--- src/rtl/router_pkt_tx_pkg.sv ---
// router_pkg: shared types and constants for the router packet source.
//   tx_state_t      transmit FSM state encoding
//   ADDR_W, LEN_W   header field widths
//   MAX_LEN         largest payload the 6-bit length field can describe
//   HDR_*           bit positions of the header fields
//   make_hdr()      packs {len, addr} into a header byte
package router_pkg;

    localparam int ADDR_W  = 2;
    localparam int LEN_W   = 6;
    localparam int HDR_W   = LEN_W + ADDR_W;
    localparam int MAX_LEN = 63;

    localparam int HDR_ADDR_LSB = 0;
    localparam int HDR_ADDR_MSB = HDR_ADDR_LSB + ADDR_W - 1;
    localparam int HDR_LEN_LSB  = HDR_ADDR_MSB + 1;
    localparam int HDR_LEN_MSB  = HDR_LEN_LSB + LEN_W - 1;

    typedef enum logic [2:0] {
        IDLE = 3'd0,
        HDR  = 3'd1,
        PLD  = 3'd2,
        PAR  = 3'd3,
        DONE = 3'd4
    } tx_state_t;

    function automatic logic [HDR_W-1:0] make_hdr(input logic [LEN_W-1:0]  len,
                                                  input logic [ADDR_W-1:0] dst);
        logic [HDR_W-1:0] h;
        h = '0;
        h[HDR_LEN_MSB:HDR_LEN_LSB]   = len;
        h[HDR_ADDR_MSB:HDR_ADDR_LSB] = dst;
        return h;
    endfunction

endpackage

--- src/rtl/router_pkt_tx_if.sv ---
// router_pkt_tx_if: host-side and router-side signals of the packet source.
//   master : host / test side (drives writes, start, busy)
//   slave  : the packet source itself
// Signals: wr_en, wr_data, start, addr, inject_err, busy (host -> source);
//          pkt_valid, data_out, tx_active, tx_done, start_rej, wr_drop (source -> host).
interface router_pkt_tx_if #(parameter int DW = 8);
    import router_pkg::*;

    logic              wr_en;
    logic [DW-1:0]     wr_data;
    logic              start;
    logic [ADDR_W-1:0] addr;
    logic              inject_err;
    logic              busy;
    logic              pkt_valid;
    logic [DW-1:0]     data_out;
    logic              tx_active;
    logic              tx_done;
    logic              start_rej;
    logic              wr_drop;

    modport master (
        output wr_en, wr_data, start, addr, inject_err, busy,
        input  pkt_valid, data_out, tx_active, tx_done, start_rej, wr_drop
    );

    modport slave (
        input  wr_en, wr_data, start, addr, inject_err, busy,
        output pkt_valid, data_out, tx_active, tx_done, start_rej, wr_drop
    );

endinterface

--- src/rtl/router_pkt_tx_buf.sv ---
// router_tx_buf: payload store, 2**LEN_W entries of DW bits.
//   clk      clock
//   wr_en    write strobe, wr_addr/wr_data captured on the rising edge
//   rd_addr  combinational read address, rd_data follows it directly
// The array has no reset; stale contents are never read because the read
// pointer never passes the current write count.
module router_tx_buf
    import router_pkg::*;
#(
    parameter int DW = 8
) (
    input  logic             clk,
    input  logic             wr_en,
    input  logic [LEN_W-1:0] wr_addr,
    input  logic [DW-1:0]    wr_data,
    input  logic [LEN_W-1:0] rd_addr,
    output logic [DW-1:0]    rd_data
);

    logic [DW-1:0] mem [2**LEN_W];

    always_ff @(posedge clk) begin
        if (wr_en) begin
            mem[wr_addr] <= wr_data;
        end
    end

    assign rd_data = mem[rd_addr];

endmodule

--- src/rtl/router_pkt_tx.sv ---
// router_pkt_tx: packet source feeding the router input port.
// Buffers payload bytes from the host, then on start emits
// header {len, addr}, the payload, and a parity byte, honouring busy.
//   clk    rising-edge clock
//   reset  synchronous active-high reset
//   bus    router_pkt_tx_if.slave (host writes/start, router busy, outputs)
//
// state | meaning
// IDLE  | accepting payload writes and start
// HDR   | header byte on data_out, pkt_valid high
// PLD   | payload byte on data_out, pkt_valid high
// PAR   | parity byte on data_out, pkt_valid low
// DONE  | tx_done pulse, buffer count and parity cleared
module router_pkt_tx
    import router_pkg::*;
#(
    parameter int MAX_LEN = router_pkg::MAX_LEN,
    parameter int DW      = 8
) (
    input logic            clk,
    input logic            reset,
    router_pkt_tx_if.slave bus
);

    localparam logic [LEN_W-1:0] FULL_CNT = LEN_W'(MAX_LEN);
    localparam logic [LEN_W-1:0] ONE_CNT  = LEN_W'(1);

    tx_state_t        state, state_nxt;
    logic [LEN_W-1:0] wr_cnt;
    logic [LEN_W-1:0] rd_ptr;
    logic [DW-1:0]    pay_par;
    logic [DW-1:0]    par_q;
    logic [DW-1:0]    rd_data;
    logic [DW-1:0]    hdr_new;

    logic [DW-1:0]    data_q, data_nxt;
    logic             valid_q, valid_nxt;
    logic             done_q, done_nxt;
    logic             start_rej_q;
    logic             wr_drop_q;

    logic consume;
    logic start_ok;
    logic start_zero;
    logic wr_ok;
    logic last_pld;
    logic adv_ptr;

    assign consume    = !bus.busy;
    assign start_ok   = (state == IDLE) && bus.start && (wr_cnt != '0);
    assign start_zero = (state == IDLE) && bus.start && (wr_cnt == '0);
    // A start in the same cycle takes priority over the write.
    assign wr_ok      = (state == IDLE) && bus.wr_en && !bus.start && (wr_cnt != FULL_CNT);
    // rd_ptr counts bytes already loaded onto the bus, so equality means the
    // last payload byte is the one currently presented.
    assign last_pld   = (rd_ptr == wr_cnt);
    assign adv_ptr    = consume && ((state == HDR) || ((state == PLD) && !last_pld));
    assign hdr_new    = DW'(make_hdr(wr_cnt, bus.addr));

    router_tx_buf #(.DW(DW)) u_buf (
        .clk     (clk),
        .wr_en   (wr_ok),
        .wr_addr (wr_cnt),
        .wr_data (bus.wr_data),
        .rd_addr (rd_ptr),
        .rd_data (rd_data)
    );

    always_ff @(posedge clk) begin
        if (reset) begin
            state <= IDLE;
        end else begin
            state <= state_nxt;
        end
    end

    always_comb begin
        state_nxt = state;
        case (state)
            IDLE:    if (start_ok) state_nxt = HDR;
            HDR:     if (consume) state_nxt = PLD;
            PLD:     if (consume && last_pld) state_nxt = PAR;
            PAR:     if (consume) state_nxt = DONE;
            DONE:    state_nxt = IDLE;
            default: state_nxt = IDLE;
        endcase
    end

    // Next values of the registered bus outputs; holding is the default so
    // busy freezes whatever byte is presented.
    always_comb begin
        data_nxt  = data_q;
        valid_nxt = valid_q;
        done_nxt  = 1'b0;
        case (state)
            IDLE: begin
                if (start_ok) begin
                    data_nxt  = hdr_new;
                    valid_nxt = 1'b1;
                end
            end
            HDR: begin
                if (consume) begin
                    data_nxt  = rd_data;
                    valid_nxt = 1'b1;
                end
            end
            PLD: begin
                if (consume) begin
                    if (last_pld) begin
                        data_nxt  = par_q;
                        valid_nxt = 1'b0;
                    end else begin
                        data_nxt  = rd_data;
                        valid_nxt = 1'b1;
                    end
                end
            end
            PAR: begin
                if (consume) begin
                    data_nxt  = '0;
                    valid_nxt = 1'b0;
                    done_nxt  = 1'b1;
                end
            end
            DONE: begin
                data_nxt  = '0;
                valid_nxt = 1'b0;
            end
            default: begin
                data_nxt  = '0;
                valid_nxt = 1'b0;
            end
        endcase
    end

    always_ff @(posedge clk) begin
        if (reset) begin
            wr_cnt      <= '0;
            pay_par     <= '0;
            rd_ptr      <= '0;
            par_q       <= '0;
            data_q      <= '0;
            valid_q     <= 1'b0;
            done_q      <= 1'b0;
            start_rej_q <= 1'b0;
            wr_drop_q   <= 1'b0;
        end else begin
            data_q      <= data_nxt;
            valid_q     <= valid_nxt;
            done_q      <= done_nxt;
            start_rej_q <= start_zero;
            wr_drop_q   <= bus.wr_en && !wr_ok;

            if (wr_ok) begin
                wr_cnt  <= wr_cnt + ONE_CNT;
                pay_par <= pay_par ^ bus.wr_data;
            end

            if (start_ok) begin
                par_q  <= pay_par ^ hdr_new ^ DW'(bus.inject_err);
                rd_ptr <= '0;
            end else if (adv_ptr) begin
                rd_ptr <= rd_ptr + ONE_CNT;
            end

            if (state == DONE) begin
                wr_cnt  <= '0;
                pay_par <= '0;
            end
        end
    end

    assign bus.pkt_valid = valid_q;
    assign bus.data_out  = data_q;
    assign bus.tx_active = (state != IDLE);
    assign bus.tx_done   = done_q;
    assign bus.start_rej = start_rej_q;
    assign bus.wr_drop   = wr_drop_q;

endmodule

--- src/flat_wrapper.sv ---
// flat-port wrapper written by rule: the top's interface ports become plain ports
module router_pkt_tx_flat import router_pkg::*;
#(
    parameter int MAX_LEN = router_pkg::MAX_LEN,
    parameter int DW      = 8
)
  (clk, reset, bus_wr_en, bus_wr_data, bus_start, bus_addr, bus_inject_err, bus_busy, bus_pkt_valid, bus_data_out, bus_tx_active, bus_tx_done, bus_start_rej, bus_wr_drop);
  router_pkt_tx_if #(.DW(DW)) bus_i ();
  input logic clk;
  input logic reset;
  input wire logic [$bits(bus_i.wr_en)-1:0] bus_wr_en;
  input wire logic [$bits(bus_i.wr_data)-1:0] bus_wr_data;
  input wire logic [$bits(bus_i.start)-1:0] bus_start;
  input wire logic [$bits(bus_i.addr)-1:0] bus_addr;
  input wire logic [$bits(bus_i.inject_err)-1:0] bus_inject_err;
  input wire logic [$bits(bus_i.busy)-1:0] bus_busy;
  output wire logic [$bits(bus_i.pkt_valid)-1:0] bus_pkt_valid;
  output wire logic [$bits(bus_i.data_out)-1:0] bus_data_out;
  output wire logic [$bits(bus_i.tx_active)-1:0] bus_tx_active;
  output wire logic [$bits(bus_i.tx_done)-1:0] bus_tx_done;
  output wire logic [$bits(bus_i.start_rej)-1:0] bus_start_rej;
  output wire logic [$bits(bus_i.wr_drop)-1:0] bus_wr_drop;
  assign bus_i.wr_en = bus_wr_en;
  assign bus_i.wr_data = bus_wr_data;
  assign bus_i.start = bus_start;
  assign bus_i.addr = bus_addr;
  assign bus_i.inject_err = bus_inject_err;
  assign bus_i.busy = bus_busy;
  assign bus_pkt_valid = bus_i.pkt_valid;
  assign bus_data_out = bus_i.data_out;
  assign bus_tx_active = bus_i.tx_active;
  assign bus_tx_done = bus_i.tx_done;
  assign bus_start_rej = bus_i.start_rej;
  assign bus_wr_drop = bus_i.wr_drop;
  router_pkt_tx #(.MAX_LEN(MAX_LEN), .DW(DW)) u_core (.clk(clk), .reset(reset), .bus(bus_i));
endmodule
--- config.mk ---
export PLATFORM = sky130hd
export DESIGN_NAME = router_pkt_tx_flat
export DESIGN_NICKNAME = d
export VERILOG_FILES = /design/src/rtl/router_pkt_tx_pkg.sv /design/src/rtl/router_pkt_tx_if.sv /design/src/rtl/router_pkt_tx_buf.sv /design/src/rtl/router_pkt_tx.sv /design/src/flat_wrapper.sv
export SDC_FILE = /design/constraint.sdc
export NUM_CORES = 1
export LEC_CHECK = 0
export CAP_MARGIN = 20
export CORE_ASPECT_RATIO = 0.8
export CORE_MARGIN = 3
export CORE_UTILIZATION = 44
export CTS_CLUSTER_SIZE = 25
export DETAILED_ROUTE_END_ITERATION = 10
export GPL_TIMING_DRIVEN = 0
export PLACE_DENSITY = 0.64
export SETUP_SLACK_MARGIN = 0.4
export SLEW_MARGIN = 20
export SYNTH_ARGS = -nofsm -noshare
export SYNTH_HDL_FRONTEND = slang
export SYNTH_SLANG_ARGS = --single-unit
--- constraint.sdc ---
create_clock -name clk -period 3.5 [get_ports clk]
set_input_delay 0.525 -clock clk [delete_from_list [all_inputs] [get_ports clk]]
set_output_delay 0.525 -clock clk [all_outputs]
set_load 0.05 [all_outputs]
==> run_summary.xml <==
<?xml version="1.0" encoding="UTF-8"?>
<metrics>
  <group name="setup_path">
    <metric name="critical_path.n_buffers_inverters" unit="">2</metric>
    <metric name="worstRegToRegCells" unit="">7</metric>
    <metric name="r2r_slack" unit="ns">0.41</metric>
    <metric name="r2r-end" unit="">u_core.u_buf.mem[18][2]$_DFFE_PP_</metric>
    <metric name="cp_max_delay_cell" unit="">sky130_fd_sc_hd__nor2_4</metric>
    <metric name="crit_fanout" unit="">10</metric>
    <metric name="critical_path.top_delay_family" unit="">simple AND/OR/NAND/NOR gates</metric>
    <metric name="crit_chain" unit="">buf_2, nand3_2, o2111a_1, clkbuf_2, nor2b_2, nand2_2, nor2_4</metric>
    <metric name="rr_startpoint" unit="">u_core.wr_cnt[4]$_SDFFE_PP0P_</metric>
    <metric name="arrival_time_at_the_worst_endpoint" unit="ns">3.32</metric>
    <metric name="worstSetupEndpointType" unit="">flip-flop</metric>
    <metric name="crit_type" unit="">reg -&gt; reg</metric>
    <metric name="critical_path_required" unit="ns">3.74</metric>
    <metric name="cpPeakStageDelay" unit="ns">0.45</metric>
    <metric name="cp-start-kind" unit="">flip-flop</metric>
    <metric name="critPathLaunch" unit="">u_core.wr_cnt[4]$_SDFFE_PP0P_</metric>
  </group>
  <group name="die">
    <metric name="floorplan.die_area" unit="sq mm">0.0530</metric>
    <metric name="design.portCount" unit="">29</metric>
    <metric name="core-area" unit="sq mm">0.0490</metric>
    <metric name="chipHeight" unit="microns">206</metric>
    <metric name="die_width" unit="microns">257</metric>
    <metric name="floorplan.initialDensity" unit="%">45.1</metric>
    <metric name="floorplan.rows" unit="">72</metric>
  </group>
  <group name="logic_synthesis">
    <metric name="ys_ff_latch" unit="">561</metric>
    <metric name="synth_area" unit="sq mm">0.0221</metric>
    <metric name="synth_top_cells_by_area" unit="">sky130_fd_sc_hd__edfxtp_1, sky130_fd_sc_hd__mux4_2, sky130_fd_sc_hd__dfxtp_1, sky130_fd_sc_hd__mux2_2, sky130_fd_sc_hd__nor2_1</metric>
    <metric name="dominantRegCellSynth" unit="">sky130_fd_sc_hd__edfxtp_1</metric>
    <metric name="synth_top_area_share" unit="%">69.5</metric>
    <metric name="yosysWarnings" unit="">0</metric>
    <metric name="ys_async_sr_fraction" unit="%">0</metric>
    <metric name="synthesis.instances" unit="">1188</metric>
    <metric name="post_synth_edffs" unit="">512</metric>
    <metric name="post-synth-top-area-cell" unit="">sky130_fd_sc_hd__edfxtp_1</metric>
    <metric name="netlist_cell_types" unit="">48</metric>
    <metric name="portion_of_the_post_synthesis_area_used_by_sequential_elements" unit="%">74.0</metric>
    <metric name="syn_area_per_cell" unit="sq um">18.6</metric>
    <metric name="synthesis.nets" unit="">1207</metric>
  </group>
  <group name="pwr">
    <metric name="power.ir.vdd_worst" unit="V">0.000335</metric>
    <metric name="p_leak" unit="nW">7.53</metric>
    <metric name="power.total" unit="mW">13.5</metric>
    <metric name="power-per-cell-area" unit="mW/mm^2">532</metric>
  </group>
  <group name="worst_hold_path">
    <metric name="hold_path_startpoint" unit="">reset</metric>
    <metric name="worst_hold_path.num_cells" unit="">2</metric>
    <metric name="timing.hold.worst_endpoint" unit="">u_core.bus.data_out[7]$_SDFFE_PP0P_</metric>
    <metric name="tightest_hold_check_type" unit="">in -&gt; reg</metric>
  </group>
  <group name="timing">
    <metric name="hold_viol" unit="">0</metric>
    <metric name="achievable-frequency" unit="MHz">324</metric>
    <metric name="tightest_slew" unit="ns">0.953</metric>
    <metric name="finalClockSkew" unit="ns">0.0232</metric>
    <metric name="timing.final.crit_period" unit="ns">3.09</metric>
    <metric name="min_period_over_period" unit="%">88.2</metric>
    <metric name="relSlewSlack" unit="%">36.5</metric>
    <metric name="rsz0062_at_grt" unit="">true</metric>
    <metric name="setup_viol" unit="">0</metric>
    <metric name="drv_slew" unit="">0</metric>
  </group>
  <group name="finish">
    <metric name="layout.cells.most_common" unit="">sky130_fd_sc_hd__edfxtp_1</metric>
    <metric name="layout.cells.most_common_list" unit="">sky130_fd_sc_hd__edfxtp_1, sky130_fd_sc_hd__mux4_2, sky130_fd_sc_hd__nand2_1</metric>
    <metric name="areaGrowthSynthToFinish" unit="%">14.4</metric>
    <metric name="post_route_cells_drive_above_1_share" unit="%">27.2</metric>
    <metric name="final_util" unit="%">51.6</metric>
    <metric name="antenna-diode-count" unit="">0</metric>
    <metric name="filler_cell_count" unit="">3923</metric>
    <metric name="finish.net_count" unit="">1290</metric>
  </group>
  <group name="clock_network">
    <metric name="clk_transition_reported_paths" unit="ns">0.07</metric>
    <metric name="clk_latency" unit="ns">0.58</metric>
    <metric name="clock_sink_count" unit="">561</metric>
    <metric name="clock_tree_from_tritoncts" unit="">done</metric>
    <metric name="cts.path.max_buffers" unit="">3</metric>
    <metric name="cts_inserted_buffers" unit="">52</metric>
    <metric name="clockRootBuffer" unit="">sky130_fd_sc_hd__clkbuf_16</metric>
    <metric name="cts-htree-levels" unit="">2</metric>
  </group>
  <group name="place">
    <metric name="port-buffer-count" unit="">26</metric>
    <metric name="hpwl" unit="microns">33500</metric>
    <metric name="place_congestion" unit="">0.912</metric>
  </group>
  <group name="job">
    <metric name="maxCapViolations" unit="">0</metric>
  </group>
  <group name="grt">
    <metric name="globalRouteOverflowTotal" unit="">0</metric>
    <metric name="grt_pass1_wl" unit="microns">77200</metric>
    <metric name="grt_antenna_before_repair" unit="">3</metric>
    <metric name="grt_use_total" unit="%">19.8</metric>
    <metric name="number_of_global_route_vias_before_repair" unit="">11600</metric>
    <metric name="maximum_number_of_pins_on_one_net_before_global_route_repair" unit="">66</metric>
  </group>
  <group name="routing">
    <metric name="wire_per_inst" unit="microns">26.3</metric>
    <metric name="route.detailed.drc" unit="">0</metric>
    <metric name="drt_iter0_markers" unit="">1287</metric>
    <metric name="num_vias" unit="">11600</metric>
    <metric name="vias_per_cell" unit="">5.85</metric>
    <metric name="drtPass1Iterations" unit="">8</metric>
    <metric name="detail_route.wirelength" unit="microns">52000</metric>
    <metric name="antenna_violating_nets_post_route" unit="">0</metric>
  </group>
  <group name="status">
    <metric name="outcome" unit="">finished, final reports clean</metric>
  </group>
</metrics>
-- Yosys cell counts (all sizes together), types with 5 or more instances --
library cell / number
a211oi: 11
a21oi: 5
a221oi: 7
a222oi: 8
buf: 38
clkbuf: 33
dfxtp: 49
edfxtp: 512
inv: 7
mux2: 42
mux4: 118
nand2: 68
nand2b: 16
nand3: 8
nand4: 5
nor2: 104
nor3: 8
o211ai: 7
o21ai: 9
o22a: 7
o22ai: 42
o31a: 7
or2: 5
or3: 10
or3b: 6
xnor2: 22
xor2: 10
-- area by class of cell --
cell class	count	area [sq um]	area share (%)
Timing Repair Buffer	29	302	1.19
Tap cell	666	833	3.30
Buffer	71	349	1.38
Sequential cell	561	16400	64.7
Clock inverter	14	120	0.475
Multi-Input combinational cell	549	5810	23.0
Inverter	7	26.3	0.104
Clock buffer	82	1500	5.91
-- power breakdown --
group	switching [mW]	leakage, nW	total (mW)	internal [mW]
clock network	2.38	0.786	5.45	3.07
registers	0.0266	5.00	7.37	7.34
logic	0.429	1.74	0.642	0.213
total	2.83	7.53	13.5	10.6
-- repair_timing --
item | CTS | global route
gates cloned | 0 | 0
hold buffers | 0 | 0
pin swaps | 0 | 1
resized for setup | 70 | 59
setup endpoints to repair | 513 | 481
buffers inserted | 0 | 1
-- worst max-delay path by stage --
stage	cells after the start	slack (ns)	endpoint
after floorplan	7	1.03	u_core.u_buf.mem[11][0]$_DFFE_PP_
after global placement	7	-0.31	u_core.u_buf.mem[0][0]$_DFFE_PP_
after detailed placement	6	-0.32	u_core.u_buf.mem[16][0]$_DFFE_PP_
after CTS	7	0.11	u_core.u_buf.mem[17][6]$_DFFE_PP_
after global routing	7	0.36	u_core.u_buf.mem[18][1]$_DFFE_PP_
final	7	0.41	u_core.u_buf.mem[18][2]$_DFFE_PP_
-- cells by family (layout without fill, tap and decap cells) --
| group | after synthesis | count (layout) | share of synthesized area, % |
|---|---|---|---|
| muxes | 164 | 164 | 14.3 |
| DFF | 561 | 561 | 74.0 |
| xor gates and xnor gates | 32 | 32 | 1.27 |
| and+or+nand+nor | 239 | 239 | 4.90 |
| adders and majority gates | 3 | 3 | 0.170 |
| buffers and inverters | 78 | 203 | 1.64 |
| AOI/OAI and AO/OA | 111 | 111 | 3.70 |
-- flip-flops by register name, summed over array words and instances (netlist names), named ones only --
register	flops
u_core.bus.tx_done	1
u_core.par_q	8
u_core.bus.pkt_valid	1
u_core.u_buf.mem	512
u_core.state	3
u_core.bus.wr_drop	1
u_core.wr_cnt	6
u_core.rd_ptr	6
u_core.bus.start_rej	1
u_core.pay_par	8
u_core.bus.data_out	8
-- routing by layer --
layer | up-vias | GRT usage (%) | wire [microns]
met4 | 0 | 4.49 | 1030
li1 | 4944 | - | -
met2 | 449 | 29.1 | 22800
met1 | 6108 | 30.6 | 24100
met5 | - | 0 | 0
met3 | 84 | 3.92 | 4090
-- through the flow --
stage	setup slack [ns]	hold slack, ns	std cells	instance area, sq um	setup TNS (ns)
CTS	0.110	0.346	1978	25100	0
detailed placement	-0.322	0.479	1882	23200	-40.59
global route	0.358	0.369	1979	25300	0
finish	0.413	0.396	1979	25300	0
floorplan	1.03	0.461	1188	22100	0
global placement	-0.305	0.481	1880	23200	-36.88
Power figures use the tool's default switching activity.
